**src/rtl/cam_pkg.sv**
```systemverilog
// Shared types and encodings for the CAM sequencing controller.
// Optional feature macro used by this slice: CAM_CTRL_MULTI_EN.
package cam_pkg;

    // Request opcode encodings as seen on req_op_i.
    localparam logic [1:0] OP_SEARCH_ENC = 2'd0;
    localparam logic [1:0] OP_WRITE_ENC  = 2'd1;
    localparam logic [1:0] OP_INVAL_ENC  = 2'd2;
    localparam logic [1:0] OP_FLUSH_ENC  = 2'd3;

    // Controller state encodings.
    localparam logic [1:0] ST_IDLE_ENC    = 2'd0;
    localparam logic [1:0] ST_WRITE_ENC   = 2'd1;
    localparam logic [1:0] ST_COMPARE_ENC = 2'd2;
    localparam logic [1:0] ST_RESP_ENC    = 2'd3;

    typedef enum logic [1:0] {
        OP_SEARCH = OP_SEARCH_ENC,
        OP_WRITE  = OP_WRITE_ENC,
        OP_INVAL  = OP_INVAL_ENC,
        OP_FLUSH  = OP_FLUSH_ENC
    } cam_op_e;

    typedef enum logic [1:0] {
        ST_IDLE    = ST_IDLE_ENC,
        ST_WRITE   = ST_WRITE_ENC,
        ST_COMPARE = ST_COMPARE_ENC,
        ST_RESP    = ST_RESP_ENC
    } cam_state_e;

    // True when n is a power of two and at least 2.
    function automatic bit is_pow2_ge2(input int n);
        return (n >= 2) && ((n & (n - 1)) == 0);
    endfunction

endpackage

```
**src/rtl/cam_prio_enc.sv**
```systemverilog
// Priority encoder for the qualified CAM match vector: lowest index wins.
// rsp multi-hit detection is built only when CAM_CTRL_MULTI_EN is defined.
module cam_prio_enc #(
    parameter int DEPTH = 16,
    parameter int AW    = $clog2(DEPTH)
) (
    input  logic [DEPTH-1:0] match,
    output logic             hit,
    output logic [AW-1:0]    index,
    output logic             multi
);

    assign hit = |match;

    // Scan from the top down so the lowest set bit is the last to write index.
    always_comb begin
        // NOTE: default assignment first so no path leaves index unassigned (no latch).
        index = '0;
        for (int i = DEPTH - 1; i >= 0; i--) begin
            if (match[i]) begin
                index = AW'(i);
            end
        end
    end

`ifdef CAM_CTRL_MULTI_EN
    // Clearing the lowest set bit leaves something only if two or more were set.
    assign multi = |(match & (match - DEPTH'(1)));
`else
    assign multi = 1'b0;
`endif

endmodule

```
**src/rtl/cam_ctrl.sv**
```systemverilog
// Sequencing controller for a DEPTH-entry CAM built from WIDTH-bit rows.
// Tracks per-entry valid bits, drives row write/compare, returns one response
// per request. Optional macro: CAM_CTRL_MULTI_EN (enables rsp_multi_o).
module cam_ctrl
    import cam_pkg::*;
#(
    parameter int WIDTH = 32,
    parameter int DEPTH = 16,
    parameter int AW    = $clog2(DEPTH)
) (
    input  logic             clk,
    input  logic             rst_n,
    input  logic             req_valid_i,
    output logic             req_ready_o,
    input  logic [1:0]       req_op_i,
    input  logic [WIDTH-1:0] req_key_i,
    input  logic [AW-1:0]    req_addr_i,
    output logic             rsp_valid_o,
    input  logic             rsp_ready_i,
    output logic             rsp_hit_o,
    output logic [AW-1:0]    rsp_index_o,
    output logic             rsp_multi_o,
    output logic [DEPTH-1:0] row_we_o,
    output logic [WIDTH-1:0] row_data_o,
    output logic             row_ce_o,
    output logic [WIDTH-1:0] row_compare_o,
    input  logic [DEPTH-1:0] row_match_i
);

    if (!is_pow2_ge2(DEPTH)) begin : g_depth_check
        $error("cam_ctrl: DEPTH must be a power of two >= 2");
    end

    cam_state_e       state;
    logic [DEPTH-1:0] valid_q;
    logic [DEPTH-1:0] match_q;
    logic [AW-1:0]    addr_q;
    logic [WIDTH-1:0] data_q;
    logic [WIDTH-1:0] cmp_q;

    // Controller FSM plus valid bits, match capture and request registers.
    always_ff @(posedge clk or negedge rst_n) begin
        if (!rst_n) begin
            state   <= ST_IDLE;
            // NOTE: valid_q is reset because the rows carry no valid state of their own.
            valid_q <= '0;
            match_q <= '0;
            addr_q  <= '0;
            data_q  <= '0;
            cmp_q   <= '0;
        end else begin
            // NOTE: non-blocking assignments so every flop sees pre-edge values.
            case (state)
                ST_IDLE: begin
                    if (req_valid_i) begin
                        match_q <= '0;
                        addr_q  <= req_addr_i;
                        case (cam_op_e'(req_op_i))
                            OP_SEARCH: begin
                                cmp_q <= req_key_i;
                                state <= ST_COMPARE;
                            end
                            OP_WRITE: begin
                                data_q <= req_key_i;
                                state  <= ST_WRITE;
                            end
                            OP_INVAL: begin
                                valid_q[req_addr_i] <= 1'b0;
                                state               <= ST_RESP;
                            end
                            OP_FLUSH: begin
                                valid_q <= '0;
                                state   <= ST_RESP;
                            end
                            default: state <= ST_IDLE;
                        endcase
                    end
                end
                ST_WRITE: begin
                    valid_q[addr_q] <= 1'b1;
                    state           <= ST_RESP;
                end
                ST_COMPARE: begin
                    match_q <= row_match_i & valid_q;
                    state   <= ST_RESP;
                end
                ST_RESP: begin
                    if (rsp_ready_i) begin
                        match_q <= '0;
                        state   <= ST_IDLE;
                    end
                end
                default: state <= ST_IDLE;
            endcase
        end
    end

    // Handshake and row strobes decode directly from registered state only.
    assign req_ready_o   = (state == ST_IDLE);
    assign rsp_valid_o   = (state == ST_RESP);
    assign row_we_o      = (state == ST_WRITE) ? (DEPTH'(1) << addr_q) : '0;
    assign row_ce_o      = (state == ST_COMPARE);
    assign row_data_o    = data_q;
    assign row_compare_o = cmp_q;

    cam_prio_enc #(
        .DEPTH (DEPTH),
        .AW    (AW)
    ) u_prio_enc (
        .match (match_q),
        .hit   (rsp_hit_o),
        .index (rsp_index_o),
        .multi (rsp_multi_o)
    );

endmodule

```
**config.mk**
```make
export PLATFORM = sky130hd
export DESIGN_NAME = cam_ctrl
export DESIGN_NICKNAME = d
export VERILOG_FILES = /design/src/rtl/cam_pkg.sv /design/src/rtl/cam_prio_enc.sv /design/src/rtl/cam_ctrl.sv
export SDC_FILE = /design/constraint.sdc
export NUM_CORES = 1
export LEC_CHECK = 0
export ABC_AREA = 1
export BUFFER_PORTS_ARGS = -buffer_cell sky130_fd_sc_hd__clkbuf_2
export CAP_MARGIN = 0
export CORE_UTILIZATION = 45
export CTS_BUF_LIST = sky130_fd_sc_hd__clkbuf_4
export CTS_CLUSTER_SIZE = 30
export DETAILED_ROUTE_END_ITERATION = 6
export GPL_TIMING_DRIVEN = 0
export HOLD_SLACK_MARGIN = 0.15
export PLACE_DENSITY = 0.81
export SYNTH_ARGS = -nofsm -noshare
export SYNTH_HDL_FRONTEND = slang
export SYNTH_HIERARCHICAL = 1
export SYNTH_SLANG_ARGS = --single-unit
```
**constraint.sdc**
```tcl
create_clock -name clk -period 1.8 [get_ports clk]
set_clock_uncertainty 0.15 [all_clocks]
set_input_delay 0.09 -clock clk [delete_from_list [all_inputs] [get_ports clk]]
set_output_delay 0.09 -clock clk [all_outputs]
set_load 0.1 [all_outputs]
```
======== Word level (Yosys, flattened, before mapping) ========
Index checks and enable logic that the tools add are counted.
W data, S select, Z words.
operators by class
  bitwise operators ....................... 4
  reductions and logical operators ........ 15
  shift-type cells ........................ 1
  $lt $le $gt $ge ......................... 4
  mux-type cells .......................... 31
  eq/ne operators ......................... 9
operators with widths
  kind                    number
  $mux W16                4
  $mux W4                 16
  $pmux W16 S2            2
  $pmux W16 S3            1
  $and A16 B16 Y16        2
  $not A16 Y16            1
  $or A16 B16 Y16         1
  $reduce_or A16 Y1       1
  $shl A1 B4 Y16 const A  1
  $pmux W2 S3             2
  $reduce_and A3 Y1       4
  $lt A4 B5 Y1 const B    2
  $demux W1 S4            2
  $eq A2 B2 Y1 const B    4
  $ge A4 B1 Y1 const B    2
  $eq A2 B1 Y1 const B    2
  $logic_not A2 Y1        2
  $mux W2                 2
  $reduce_and A2 Y1       2
  $reduce_or A2 Y1        2
  $ne A3 B1 Y1 const B    1
  $reduce_bool A3 Y1      1
  $logic_and A1 B1 Y1     2
  $mux W1                 2
  3 further kinds         3
word-level totals
  bits in registers ....................... 102
  word-level logic and storage cells ...... 70

======== Depth between registers and ports, before layout ========
  depth after elaboration ................. 16
  depth in mapped cells ................... 15
  depth with buffers taken out ............ 15

======== Cells and area by module ========
Netlist, hierarchy kept.
by module, submodules not included
  module        cells an instance  times used  seq. area each (µm²)  area each (µm²)
  cam_ctrl      557                1           2552.4                4644.5
  cam_prio_enc  51                 1           0.0                   220.2

======== Worst setup path before layout ========
Ideal clock, no wire load.
  kind .................................... flip-flop to output port
  start ................................... register match_q[14]
  end ..................................... output port rsp_index_o[1]
  stages on the path, launching flop included .. 8
  setup slack ............................. -1226 ps
  arrival ................................. 2786 ps
  required time ........................... 1560 ps
  path buffers ............................ 0
  path through ............................ dfrtp_1 > or2_1 > nand3_1 > nand3_1 > nand3_1 > nand3_1 > a21oi_1 > nor3_1
between the ends
  word-level cells in the longest chain between the ends .. 15
ends and longest elaborated chain
  element                   line                text
  start: declaration        cam_ctrl.sv:36      logic [DEPTH-1:0] match_q;
  start signal: assignment  cam_ctrl.sv:84      match_q <= row_match_i & valid_q;
  $mux W4 (15 in series)    cam_prio_enc.sv:20  if (match[i]) begin
  end: declaration          cam_ctrl.sv:21      output logic [AW-1:0] rsp_index_o,
No other way between the ends.

======== Worst setup path after layout ========
  start ................................... register match_q[14]
  end ..................................... output port rsp_index_o[0]
The elaborated chain is that of the path after synthesis.

==> out/qor.yml <==
clock_network:
  clock_sink_count: 102
  clk_pin_slew_worst_paths_ns: 0.18
  numCtsBuffers: 9
  cts_max_path_buffers: 2
  cts_tree: "built"
  root_buffer: "sky130_fd_sc_hd__clkbuf_4"
  clk_latency_ns: 0.48
  cts.htree.levels: 3
setup_path:
  worst-endpoint-arrival_ns: 1.98
  worst_setup_path_start_kind: "register"
  critical_path.cell_chain: "inv_1, nand2_1, nand2_1, nand2_1, nand2_1, nand2_1, nand2_1, nand2_1, nand2_1, nand2_1, nand2_1, nand2_1, nand2_1, nand2_2, a21oi_4, clkbuf_16"
  timing.critical_path.slowest_cell_delay_ns: 0.43
  crit_path_top_delay_cell: "sky130_fd_sc_hd__dfrtp_1"
  setup.worst_path.class: "reg2out"
  worst_setup_path_end_kind: "output pin"
  critical-path-top-cell-by-count: "sky130_fd_sc_hd__nand2_1"
  critPathRequiredTime_ns: 1.56
  critical_path_peak_fanout: 3
floorplan:
  initial_core_util: 0.467
  dieHeight_um: 106
  row_count: 37
  floorplan.io_pins: 147
  area_enclosed_by_the_die_boundary_sq_mm: 0.0112
  floorplan.core_area_sq_mm: 0.0104
  fp.dieW_um: 106
cells_and_area:
  multiInputGateArea_sq_mm: 0.00211
  drive_gt1_frac: 0.326
  area_growth_syn_to_layout_pct: 54.9
  final_cell_mix: "sky130_fd_sc_hd__nand2_1, sky130_fd_sc_hd__clkbuf_2, sky130_fd_sc_hd__dfrtp_1"
  finalCoreUtilization: 0.723
  layout.area.seq_sq_mm: 0.00256
  antenna_cells: 0
  num-fill-cells: 774
  fin_nets: 905
  final_common_cell: "sky130_fd_sc_hd__nand2_1"
detailed_routing:
  drtIter0Drc: 315
  drt_drc_violations_left: 0
  detailroute.via_count: 5016
  drt_pre_antenna_iters: 5
  average_wire_length_per_cell_after_detail_routing_um: 16.3
  postRouteAntennaNets: 0
  post_drt_via_cell_ratio: 5.11
  routed_wl_mm: 16.0
placed_design:
  gp_congestion: 0.827
  hpwl_mm: 8.93
  port_buffers: 145
  dp_worst_setup_slack_ns: -0.347
yosys:
  yosys_register_bits: 102
  syn_nets: 672
  synthTopCellsByArea: "sky130_fd_sc_hd__dfrtp_1, sky130_fd_sc_hd__nand2_1, sky130_fd_sc_hd__inv_1"
  yosysTopAreaCellShare: 0.525
  synth_largest_area_cell: "sky130_fd_sc_hd__dfrtp_1"
  post_synth_inst_count: 608
  syn_avg_cell_area_sq_um: 8.00
  synth_warnings: 6
  post_synth_num_cell_types: 25
  ys_seq_area_frac: 0.525
  netlist_area_sq_mm: 0.00486
grt:
  grt_pass1_vias: 4964
  antenna_found_initial: 0
  globalRouteTotalUtil: 0.279
  grt_overflow_total: 0
  pin_count_of_the_biggest_net_entering_global_routing: 66
  grt_first_pass_wirelength_mm: 24.2
timing:
  fin_crit_sh: 1.23
  grt_setup_unrepaired: "true"
  final_critical_path_required_period_ns: 2.22
  max-slew-margin-rel: 0.571
  final_hold_viol_count: 0
  worstMarginPinSlew_ns: 0.641
  finalSetupViolations: 24
  setup_ws_ns: -0.416
  fmax_ghz: 0.451
  setup_tns_ns: -5.57
  final-max-slew-violation-count: 0
hold_path:
  class_of_the_tightest_hold_or_removal_check: "in2reg"
outcome:
  violated_checks: "setup timing"
  status: "finished, violations left"
run:
  cap_violations: 0
[through the flow]
stage / std cells / hold WS [ns] / instance area [sq um]
after floorplan: 608 / -0.356 / 5080
after global placement: 889 / 0.183 / 5970
after detailed placement: 890 / -0.0128 / 6000
after CTS: 970 / 0.213 / 7250
after global routing: 982 / 0.246 / 7530
final: 982 / 0.227 / 7530
[cell type report]
cell class,count,area share
clock buffer,9,0.00897
buffer,19,0.0266
timing repair buffer,222,0.257
clock inverter,7,0.0121
multi-input combinational,388,0.280
tap,136,0.0226
sequential,102,0.339
inverter,99,0.0530
[critical path, delay by kind of cell, from the launching register on]
kind / cells / cell delay (ns)
and+or+nand+nor: 13 / 0.66
DFF: 1 / 0.43
buffers and inverters: 2 / 0.27
AOI/OAI and AO/OA: 1 / 0.13
[registers in the layout, indices dropped and copies added (netlist names)]
register / flops
match_q: 16
addr_q: 4
row_compare_o: 32
state: 2
row_data_o: 32
valid_q: 16
[metal layers]
metal  global-route usage  up-vias  wire length (um)
li1                     -     2336                 -
met2                0.486      264              8080
met5                    0        -                 0
met3               0.0405       80               826
met1                0.323     2336              6160
met4                0.177        0               937
[timing repair]
| action | 4_1_cts | 5_1_grt |
|---|---|---|
| hold buffers | 59 | 0 |
| setup endpoints to repair | 56 | 102 |
| buffers inserted | 5 | 8 |
| gates resized for setup | 79 | 49 |
| endpoints found under the hold margin | 204 | 0 |
| pin swaps | 8 | 13 |
| cloned | 0 | 5 |
[Yosys cell counts]
cell and count:
sky130_fd_sc_hd__o21ai_2 19, sky130_fd_sc_hd__nor2_4 1, sky130_fd_sc_hd__conb_1 1, sky130_fd_sc_hd__clkinv_2 1
sky130_fd_sc_hd__nand2_2 1, sky130_fd_sc_hd__nor3_1 3, sky130_fd_sc_hd__inv_1 90, sky130_fd_sc_hd__nand2_4 2
sky130_fd_sc_hd__dfrtp_1 102, sky130_fd_sc_hd__buf_4 2, sky130_fd_sc_hd__buf_2 4, sky130_fd_sc_hd__or2_1 1
sky130_fd_sc_hd__inv_2 8, sky130_fd_sc_hd__a21oi_1 6, sky130_fd_sc_hd__nand4_1 2, sky130_fd_sc_hd__nand3_1 9
sky130_fd_sc_hd__nor2_1 42, sky130_fd_sc_hd__o21ai_0 51, sky130_fd_sc_hd__o21ai_1 34, sky130_fd_sc_hd__nand2_1 207
sky130_fd_sc_hd__buf_6 11, sky130_fd_sc_hd__a21oi_2 1, sky130_fd_sc_hd__ha_1 6, sky130_fd_sc_hd__nor4_1 1
sky130_fd_sc_hd__clkbuf_1 3
[logic make-up after synthesis]
logic type	synth area share
AND/OR/NAND/NOR	0.218
buffers and inverters	0.112
AO/OA/AOI/OAI	0.130
flip-flops	0.525
adder cells (fa/ha/maj)	0.0154
other	0.000771
[path summary, 6_finish.rpt]
kind	start	end	slack, ns	cells after the start
max	match_q[14]$_DFFE_PN0P_	rsp_index_o[0]	-0.42	16
min	req_key_i[20]	row_data_o[20]$_DFFE_PN0P_	0.23	4
max reg2reg	state[0]$_DFFE_PN0P_	valid_q[3]$_DFFE_PN0P_	-0.07	10
min reg2reg	row_data_o[1]$_DFFE_PN0P_	row_data_o[1]$_DFFE_PN0P_	0.36	2
max in group asynchronous	rst_n	state[0]$_DFFE_PN0P_	0.24	4
min in group asynchronous	rst_n	valid_q[12]$_DFFE_PN0P_	0.53	3
Power is not shown: default switching activity piles up to over one toggle a cycle in this logic, so the estimate is an artifact.
